--- src/rtl/load_store_unit.sv ---
// Memory-access stage: runs one word load/store on a valid/ready data bus, then pulses a response.
// Build option: define LSU_TIMEOUT_EN to abort bus transactions that exceed TIMEOUT_CYCLES.
module load_store_unit #(
  parameter int TIMEOUT_CYCLES = 255
) (
  input  logic        clk,
  input  logic        rst,
  input  logic        req_valid,
  output logic        req_ready,
  input  logic        req_we,
  input  logic [31:0] req_addr,
  input  logic [31:0] req_wdata,
  output logic        busy,
  output logic        resp_valid,
  output logic        resp_err,
  output logic [31:0] resp_rdata,
  output logic        mem_valid,
  input  logic        mem_ready,
  output logic        mem_we,
  output logic [31:0] mem_addr,
  output logic [31:0] mem_wdata,
  input  logic [31:0] mem_rdata
);

  typedef enum logic [1:0] {IDLE, BUS, DONE} state_t;

  state_t      state, state_nxt;
  logic        r_we;
  logic [29:0] r_word;
  logic [31:0] r_wdata;
  logic        err_q;
  logic [31:0] rdata_q;
  logic        accept;
  logic        misaligned;
  logic        timeout;

  if (TIMEOUT_CYCLES < 1 || TIMEOUT_CYCLES > 255) begin : g_bad_timeout
    $error("load_store_unit: TIMEOUT_CYCLES must be in 1..255");
  end

  assign accept     = (state == IDLE) && req_valid;
  assign misaligned = (req_addr[1:0] != 2'b00);

`ifdef LSU_TIMEOUT_EN
  localparam logic [7:0] TLIM = 8'(TIMEOUT_CYCLES - 1);
  logic [7:0] cnt;

  // mem_ready in the limit cycle still completes normally
  assign timeout = (state == BUS) && !mem_ready && (cnt == TLIM);

  always_ff @(posedge clk) begin
    if (rst) begin
      cnt <= 8'd0;
    end else if (accept) begin
      cnt <= 8'd0;
    end else if (state == BUS && !mem_ready) begin
      cnt <= cnt + 8'd1;
    end
  end
`else
  assign timeout = 1'b0;
`endif

  always_ff @(posedge clk) begin
    if (rst) state <= IDLE;
    else     state <= state_nxt;
  end

  always_comb begin
    state_nxt = state;
    case (state)
      IDLE:    if (req_valid) state_nxt = misaligned ? DONE : BUS;
      BUS:     if (mem_ready || timeout) state_nxt = DONE;
      DONE:    state_nxt = IDLE;
      default: state_nxt = IDLE;
    endcase
  end

  always_comb begin
    req_ready  = (state == IDLE);
    busy       = (state != IDLE);
    mem_valid  = (state == BUS);
    resp_valid = (state == DONE);
    resp_err   = (state == DONE) && err_q;
  end

  always_ff @(posedge clk) begin
    if (rst) begin
      r_we    <= 1'b0;
      r_word  <= 30'd0;
      r_wdata <= 32'd0;
      err_q   <= 1'b0;
      rdata_q <= 32'd0;
    end else begin
      if (accept) begin
        r_we    <= req_we;
        r_word  <= req_addr[31:2];
        r_wdata <= req_wdata;
        err_q   <= misaligned;
      end
      if (state == BUS) begin
        if (mem_ready && !r_we) rdata_q <= mem_rdata;
        if (timeout)            err_q   <= 1'b1;
      end
    end
  end

  assign mem_we     = r_we;
  assign mem_addr   = {r_word, 2'b00};
  assign mem_wdata  = r_wdata;
  assign resp_rdata = rdata_q;

endmodule
--- config.mk ---
export PLATFORM = sky130hd
export DESIGN_NAME = load_store_unit
export DESIGN_NICKNAME = d
export VERILOG_FILES = /design/src/rtl/load_store_unit.sv
export SDC_FILE = /design/constraint.sdc
export NUM_CORES = 1
export LEC_CHECK = 0
export CAP_MARGIN = 20
export CORE_AREA = 2 2 69 137
export CTS_CLUSTER_SIZE = 12
export DETAILED_ROUTE_END_ITERATION = 7
export DIE_AREA = 0 0 71 139
export PLACE_DENSITY = 0.81
export SYNTH_ARGS = -nofsm -noshare
export SYNTH_HDL_FRONTEND = slang
export SYNTH_SLANG_ARGS = --single-unit
--- constraint.sdc ---
create_clock -name clk -period 2.1 [get_ports clk]
set_input_delay 0.525 -clock clk [delete_from_list [all_inputs] [get_ports clk]]
set_output_delay 0.525 -clock clk [all_outputs]
set_load 0.02 [all_outputs]
==> results.py <==
metrics = {
    "finish": {
        "flow.area_growth_from_synthesis_pct": 65.67,
        "layout-drive-gt1-share_pct": 5.397,
        "filler_cell_count": 743,
        "finish.net_count": 726,
        "fin_area_um2": 5868,
        "antennaDiodeCount": 0,
        "mostFrequentLayoutCells": "sky130_fd_sc_hd__clkdlybuf4s50_1, sky130_fd_sc_hd__nand2_1, sky130_fd_sc_hd__dfxtp_1",
        "final_cells": 732,
        "most_common_library_cell_in_the_layout_ignoring_fill_and_taps": "sky130_fd_sc_hd__clkdlybuf4s50_1",
    },
    "yosys": {
        "synth_edf_count": 0,
        "synth_fa_ha_area_share_pct": 0,
        "ys_dominant_reg_cell": "sky130_fd_sc_hd__dfxtp_1",
        "complex_gate_fraction_of_the_synthesized_area_pct": 14.02,
        "synth_cell_type_count": 23,
        "post_synth_instance_area_um2": 3542,
        "share_of_synthesized_area_occupied_by_flip_flops_and_latches_pct": 55.39,
        "count_of_yosys_warnings_during_synthesis": 0,
        "synthMuxAreaShare_pct": 0,
        "asyncSetResetFlopFracSynth_pct": 0,
        "synthCells": 438,
        "ys_ff_latch": 98,
        "synthesized_area_fraction_occupied_by_xor_and_xnor_cells_pct": 0,
        "dominant_combinational_cell_family_by_area_after_synthesis": "simple AND/OR/NAND/NOR gates",
        "synth_simple_gate_area_share_pct": 23.21,
        "syn_avg_cell_area_um2": 8.087,
    },
    "floorplan": {
        "core_area_um2": 8890,
        "die_y_um": 139,
        "io_pins": 203,
        "floorplan.initialDensity_pct": 39.85,
        "fp.dieArea_um2": 9869,
        "num_rows": 49,
        "floorplan.die.width_um": 71,
    },
    "global_routing": {
        "grt_first_pass_wirelength_um": 16620,
        "first_global_vias": 3457,
        "grt_start_max_net_pins": 39,
        "grt_remaining_overflow": 0,
        "grt_antenna_before_repair": 0,
        "grt_util_all_layers_pct": 21.27,
    },
    "drt": {
        "vias": 3527,
        "detailedRoute.firstPassIterationCount": 6,
        "route.final.wire_length_um": 10560,
        "residual_drc_count": 0,
        "viasPerCell": 4.818,
        "wl_per_cell_um": 14.42,
        "drt.antenna.violating_nets": 0,
        "detail_route.iter0.violations": 134,
    },
    "hold_path": {
        "holdCritPathClass": "flop to flop",
    },
    "setup_path": {
        "r2r_setup_slack_ns": 0.66,
        "worstPathMaxFanout": 9,
        "worst_setup_path_end_kind": "primary output",
        "arrival_ns": 1.45,
        "worstSetupPathType": "flop to primary output",
        "reg2reg_depth": 4,
        "start_kind": "flop",
        "crit-reg2reg-capture": "mem_wdata[23]",
        "cp-endpoint": "resp_err",
        "worstPathRequired_ns": 1.57,
        "crit_path_start": "state[0]",
        "regToRegStartpoint": "state[1]",
    },
    "timing": {
        "worst_slack_ns": 0.1284,
        "rsz_0062_raised_after_global_routing": "no",
        "final.setup_skew_ns": 0.006720,
        "slew_viol_final": 0,
        "peak_clock_frequency_supported_by_timing_mhz": 507.2,
        "fin_crit_ns": 1.972,
        "min_period_over_period_pct": 93.88,
        "fin_setup_tns_ns": 0,
        "timing.final.setup_violations": 0,
        "final-hold-violation-count": 0,
    },
    "power": {
        "vdd_drop_max_v": 0.0004760,
        "power.density_cell_area_nw_per_um2": 761.8,
        "static-leakage-power_nw": 2.189,
    },
    "placed_design": {
        "place.port_buffers": 200,
        "post-dp-hpwl_um": 8146,
        "place_congestion": 0.8145,
        "numPlacedInstances": 716,
        "dpl_cell_area_um2": 5548,
        "detailedPlace.worstSlack_ns": 0.01141,
    },
    "clock_network": {
        "root_buffer": "sky130_fd_sc_hd__clkbuf_16",
        "clk_pin_slew_worst_paths_ns": 0.06,
        "numClockSinks": 98,
        "cts.path.max_buffers": 2,
        "clk_latency_ns": 0.34,
        "htree_levels": 3,
        "number_of_setup_buffers_added_after_cts": 0,
        "tritoncts_clock_tree": "done",
        "cts_made_buffers": 9,
    },
    "outcome": {
        "run_status": "finished, final reports clean",
    },
    "job": {
        "drv_cap": 0,
    },
}
## flip-flops by register name, indices dropped and copies added, names as in the netlist
register    flops
mem_wdata      32
resp_rdata     32
r_word         30
state           2
err_q           1
mem_we          1
## cells in the mapped netlist, types with 2 or more instances
| cell type | instances | area [um2] |
|---|---|---|
| sky130_fd_sc_hd__a21oi_1 | 95 | 475.5 |
| sky130_fd_sc_hd__nand2_1 | 190 | 713.2 |
| sky130_fd_sc_hd__and2b_2 | 2 | 17.52 |
| sky130_fd_sc_hd__nor2_1 | 2 | 7.510 |
| sky130_fd_sc_hd__clkbuf_1 | 11 | 41.29 |
| sky130_fd_sc_hd__dfxtp_1 | 98 | 1962 |
| sky130_fd_sc_hd__buf_2 | 11 | 55.05 |
| sky130_fd_sc_hd__nor3_1 | 4 | 20.02 |
| sky130_fd_sc_hd__buf_6 | 4 | 45.04 |
| sky130_fd_sc_hd__buf_4 | 3 | 22.52 |
| sky130_fd_sc_hd__buf_8 | 6 | 90.09 |
## worst min path at each step
stage	from	end	slack [ns]	cells after the start
CTS	r_word[29]	r_word[29]	0.45	2
detailed placement	r_word[29]	r_word[29]	0.45	2
global route	resp_rdata[19]	resp_rdata[19]	0.48	2
floorplan	err_q	err_q	0.46	2
global placement	mem_wdata[3]	mem_wdata[3]	0.44	2
finish	r_word[29]	r_word[29]	0.45	2
## critical path, cell delays in order (launching register included)
cell                            delay (ns)
sky130_fd_sc_hd__dfxtp_2              0.41
sky130_fd_sc_hd__and2b_2              0.24
sky130_fd_sc_hd__and2_1               0.15
sky130_fd_sc_hd__dlygate4sd2_1        0.32
## repair_timing
item / 4_1_cts / 5_1_grt
setup endpoints to repair: 5 / 2
hold buffers: 0 / 0
resized for setup: 5 / 2
## cells by family after synthesis
group                  Yosys count
and+or+nand+nor                205
buffers and inverters           36
DFF                             98
AOI/OAI and AO/OA               98
other                            1
## per-layer routing
layer | global-route usage, % | vias to the layer above | wire, um
met5 | 0 | - | 0
met4 | 11.12 | 0 | 382
met3 | 5.378 | 26 | 691
met2 | 39.50 | 152 | 5808
met1 | 20.82 | 1581 | 3672
li1 | - | 1768 | -
## through the flow
step / total power [mW] / util, % / hold WS [ns]
6_report: 4.471 / 66.01 / 0.4518
5_1_grt: 4.660 / 66.01 / 0.4758
4_1_cts: 4.527 / 65.95 / 0.4539
3_5_place_dp: 2.794 / 62.41 / 0.4457
3_3_place_gp: 2.781 / 62.41 / 0.4405
2_1_floorplan: 2.380 / - / 0.4639
## where the power goes
part / switching (mW) / internal [mW]
Combinational: 0.352 / 0.395
Sequential: 0.0490 / 1.95
Clock: 0.678 / 1.05
## layout make-up
class                           instances  area (um2)  share of cell area [%]
Sequential cell                        98        1964                   33.48
Clock inverter                          6       87.58                   1.493
Clock buffer                           10       229.0                   3.902
Timing Repair Buffer                  210        2123                   36.18
Tap cell                              102       127.6                   2.175
Inverter                                1       3.754                 0.06397
Multi-Input combinational cell        305        1333                   22.71
Power figures use the tool's default switching activity.
